<file path="src/rtl/lamp_fpu_sqrt_round_pack.sv">
// Result-side consumer of the square-root unit: nearest-even rounding, LAMP 1/8/7 packing,
// and a small result FIFO with valid/ready so the producer never has to stall.
module lamp_fpu_sqrt_round_pack #(
  parameter int unsigned FIFO_DEPTH = 2
) (
  input  logic                          clk,
  input  logic                          rst,
  input  logic                          valid_i,
  input  logic                          s_res_i,
  input  logic [7:0]                    e_res_i,
  input  logic [11:0]                   f_res_i,
  input  logic                          isToRound_i,
  output logic [15:0]                   res_o,
  output logic                          inexact_o,
  output logic                          valid_o,
  input  logic                          ready_i,
  output logic [$clog2(FIFO_DEPTH):0]   count_o,
  output logic                          overflow_o
);

  localparam int unsigned PW = $clog2(FIFO_DEPTH);
  localparam int unsigned CW = PW + 1;
  localparam int unsigned EW = 17;

  // Capture register
  logic        cap_v;
  logic        cap_s;
  logic [7:0]  cap_e;
  logic [11:0] cap_f;
  logic        cap_r;

  // Rounding and packing
  logic          g_bit;
  logic          r_bit;
  logic          s_bit;
  logic          up;
  logic          carry;
  logic [8:0]    exp9;
  logic [7:0]    exp_r;
  logic [6:0]    frac_r;
  logic [EW-1:0] entry;

  // FIFO
  logic [EW-1:0] mem [FIFO_DEPTH];
  logic [PW-1:0] wr_ptr;
  logic [PW-1:0] rd_ptr;
  logic          pop;
  logic          full;
  logic          do_push;
  logic          drop;
  logic [CW-1:0] count_nxt;

  // Round to nearest-even; a carry out of the 8-bit significand bumps the exponent
  always_comb begin
    g_bit  = cap_f[2];
    r_bit  = cap_f[1];
    s_bit  = cap_f[0];
    up     = g_bit & (r_bit | s_bit | cap_f[3]);
    carry  = up & (&cap_f[10:3]);
    frac_r = 7'(cap_f[9:3] + 7'(up));
    exp9   = {1'b0, cap_e} + 9'(carry);
    exp_r  = exp9[7:0];
    if (exp9 >= 9'h0FF) begin
      exp_r  = 8'hFF;
      frac_r = 7'd0;
    end
    if (cap_r) begin
      entry = {cap_s, exp_r, frac_r, g_bit | r_bit | s_bit};
    end else begin
      entry = {cap_s, cap_e, cap_f[11:5], 1'b0};
    end
  end

  always_comb begin
    pop       = valid_o & ready_i;
    full      = (count_o == CW'(FIFO_DEPTH));
    do_push   = cap_v & (~full | pop);
    drop      = cap_v & full & ~pop;
    count_nxt = CW'(count_o + CW'(do_push) - CW'(pop));
  end

  always_ff @(posedge clk) begin
    if (rst) begin
      cap_v      <= 1'b0;
      cap_s      <= 1'b0;
      cap_e      <= 8'd0;
      cap_f      <= 12'd0;
      cap_r      <= 1'b0;
      wr_ptr     <= '0;
      rd_ptr     <= '0;
      count_o    <= '0;
      valid_o    <= 1'b0;
      overflow_o <= 1'b0;
      for (int i = 0; i < int'(FIFO_DEPTH); i++) begin
        mem[i] <= '0;
      end
    end else begin
      cap_v <= valid_i;
      if (valid_i) begin
        cap_s <= s_res_i;
        cap_e <= e_res_i;
        cap_f <= f_res_i;
        cap_r <= isToRound_i;
      end
      if (do_push) begin
        mem[wr_ptr] <= entry;
        wr_ptr      <= PW'(wr_ptr + PW'(1));
      end
      if (pop) begin
        rd_ptr <= PW'(rd_ptr + PW'(1));
      end
      count_o <= count_nxt;
      valid_o <= (count_nxt != '0);
      if (drop) begin
        overflow_o <= 1'b1;
      end
    end
  end

  // Head entry straight from storage; no input reaches res_o combinationally
  assign {res_o, inexact_o} = mem[rd_ptr];

endmodule

</file>
<file path="config.mk">
export PLATFORM = sky130hd
export DESIGN_NAME = lamp_fpu_sqrt_round_pack
export DESIGN_NICKNAME = d
export VERILOG_FILES = /design/src/rtl/lamp_fpu_sqrt_round_pack.sv
export SDC_FILE = /design/constraint.sdc
export NUM_CORES = 1
export LEC_CHECK = 0
export ABC_AREA = 0
export BUFFER_PORTS_ARGS = -buffer_cell sky130_fd_sc_hd__buf_2
export CAP_MARGIN = 25
export CORE_ASPECT_RATIO = 1.5
export CORE_UTILIZATION = 53
export DETAILED_ROUTE_END_ITERATION = 10
export PLACE_DENSITY = 0.75
export RECOVER_POWER = 100
export SETUP_SLACK_MARGIN = 0.4
export SLEW_MARGIN = 5
export SYNTH_ARGS = -nofsm -noshare
export SYNTH_HDL_FRONTEND = slang
export SYNTH_SLANG_ARGS = --single-unit
export TNS_END_PERCENT = 100
</file>
<file path="constraint.sdc">
create_clock -name clk -period 6.97 [get_ports clk]
set_input_delay 1.0455 -clock clk [delete_from_list [all_inputs] [get_ports clk]]
set_output_delay 1.0455 -clock clk [all_outputs]
set_load 0.05 [all_outputs]
</file>
==> metrics.yaml <==
status: "finished, final reports clean"
worst_pin_slew_ns: 1.41
die_w_um: 65.5
ys_warn_count: 0
avgSynthCellArea_um2: 11.1
power_mw: 1.01
start_kind: "primary input"
yosysSeqAreaShare_pct: 50.5
fin_crit_sh_pct: 47.3
post-synth-top-area-cell: "edfxtp_1"
areaGrowthSynthToFinish_pct: 11.3
synthArstFlopShare_pct: 0
power.density_nw_per_um2: 283
ys_types: 46
grt_pass1_wl_um: 9840
first_pass_iters: 4
rsz0062_at_grt: "false"
wl_per_cell_um: 14.6
fillers: 493
power_frac_seq_pct: 45.5
gp_congestion: 0.768
route.detailed.drc: 0
crit_path_max_fanout: 35
dp_hpwl_um: 4080
p_leak_nw: 1.41
portBuffers: 46
finalSetupViolCount: 0
synth.top_cell.area_share_pct: 31.8
rows: 34
postCtsSetupRepairBufs: 0
synth_area_leaders: "edfxtp_1, dfxtp_1, mux2i_1"
comb_power_share_pct: 21.1
hold_viol_final: 0
syn_nets: 318
arrival_ns: 3.22
h-tree-depth: 3
cts_tree: "yes"
irDropWorstVdd_mv: 0.264
cts-root-buf: "clkbuf_8"
postCtsHoldBufs: 0
swShare_pct: 31.5
clockBufferDepth: 2
core-area_um2: 5830
cpMaxStageDelayCell: "clkbuf_1"
synth-seq-cells: 64
slew-limit-headroom_pct: 5.90
fin_crit_ns: 3.29
cts_resized: 0
synth_edf_count: 34
crit_family: "simple AND/OR/NAND/NOR gates"
grt_pass1_vias: 2110
crit_buf_inv: 1
io_pins: 47
wl_um: 5930
setup_tns_ns: 0
finalMaxSlewViolations: 0
grt_max_degree: 36
instances_no_fill: 406
switchingPower_mw: 0.319
grt_overflow: 0
die_area_um2: 6380
nets: 359
place_inst: 390
drive_gt1_share_pct: 20.7
skew_ns: 0.00570
cts.sinks: 64
postRouteAntennaNets: 0
clk_pin_slew_ns: 0.07
critPathMaxStageDelay_ns: 1.01
hold-worst-slack_ns: 0.501
cts_buffers: 9
fmax_ghz: 0.304
worstPathCellList: "clkbuf_1, or3b_1, nand2b_1"
dr.first_iter.drc_count: 48
synthFlopType: "edfxtp_1"
p_clk_share_pct: 33.4
grt.total_usage_pct: 20.6
syn_inst: 288
path_class: "primary input to flip-flop"
layout_commonest_cell: "nor2_1"
cap_violations: 0
min_path_type: "flip-flop to flip-flop"
antenna_cells: 0
chipHeight_um: 97.3
vias: 2213
viasPerCell: 5.45
crit_required_ns: 6.90
syn_area_um2: 3210
cp-end-kind: "flip-flop"
grt_antenna_before_repair: 0
mostFrequentLayoutCells: "nor2_1, edfxtp_1, dfxtp_1"
start_util_pct: 55.1
internal-power_mw: 0.693
clk_latency_ns: 0.35
-- layer usage --
metal	routed length (um)	up-vias	GRT usage, %
met5	0	-	0
met4	120	0	11.2
met3	177	9	4.69
met2	3000	41	33.0
met1	2630	1037	25.0
li1	-	1126	-
-- cell usage after synthesis, drive strengths merged (5+ instances only) --
| master | count |
|---|---|
| xnor2 | 5 |
| and2 | 7 |
| mux2i | 24 |
| xor2 | 5 |
| edfxtp | 34 |
| dfxtp | 30 |
| nor3 | 5 |
| a21oi | 5 |
| buf | 10 |
| nand2 | 15 |
| mux2 | 17 |
| nor2b | 5 |
| and4 | 5 |
| o22ai | 10 |
| nor2 | 43 |
| clkbuf | 7 |
| nand3 | 10 |
| nand2b | 13 |
-- area by class of cell --
class	count	area [um2]	share of cell area, %
clock inverter	7	86.3	2.42
multi-input combinational	207	1450	40.4
sequential	64	1620	45.4
clock buffer	9	124	3.47
timing repair buffer	47	206	5.78
tap	72	90.1	2.52
-- logic make-up after synthesis --
kind of cell,share of synthesized area (%)
and+or+nand+nor,18.8
buffers and inverters,2.88
AOI/OAI and AO/OA,10.1
adders and majority gates,1.56
xor gates and xnor gates,2.73
DFF,50.5
muxes,13.5
-- power by group through the flow --
stage | Clock (mW) | Combinational, mW | Sequential, mW
global route | 0.356 | 0.229 | 0.466
CTS | 0.341 | 0.227 | 0.461
detailed placement | 0 | 0.225 | 0.469
global placement | 0 | 0.224 | 0.467
finish | 0.338 | 0.214 | 0.461
floorplan | 0 | 0.173 | 0.475
-- through the flow --
stage	setup WS, ns	cell area [um2]	util, %
6_report	3.68	3570	61.3
5_1_grt	3.44	3570	61.3
4_1_cts	4.00	3650	62.7
3_5_place_dp	3.77	3440	59.1
3_3_place_gp	3.83	3440	59.1
2_1_floorplan	4.31	3210	-
-- tightest hold or removal path, delay by kind of cell, from the launching register on --
| family | cells | cell delay, ns |
|---|---|---|
| flip-flops | 1 | 0.34 |
| AND/OR/NAND/NOR | 1 | 0.08 |
| AO/OA/AOI/OAI | 1 | 0.05 |
-- registers in the layout, indices dropped and copies added, names as in the netlist, named ones only --
name,count
mem,34
cap_f,12
cap_e,8
count_o,2
cap_r,1
cap_s,1
cap_v,1
overflow_o,1
rd_ptr,1
valid_o,1
wr_ptr,1
-- worst paths after layout --
check | endpoint | startpoint | slack [ns] | cells past startpoint
worst max-delay path | mem[1][7] | rst | 3.68 | 3
worst max register to register | mem[0][2] | cap_f[5] | 3.76 | 10
worst min-delay path | overflow_o | overflow_o | 0.50 | 2
worst min register to register | overflow_o | overflow_o | 0.50 | 2
No activity file was read; power rests on OpenSTA's default activity.
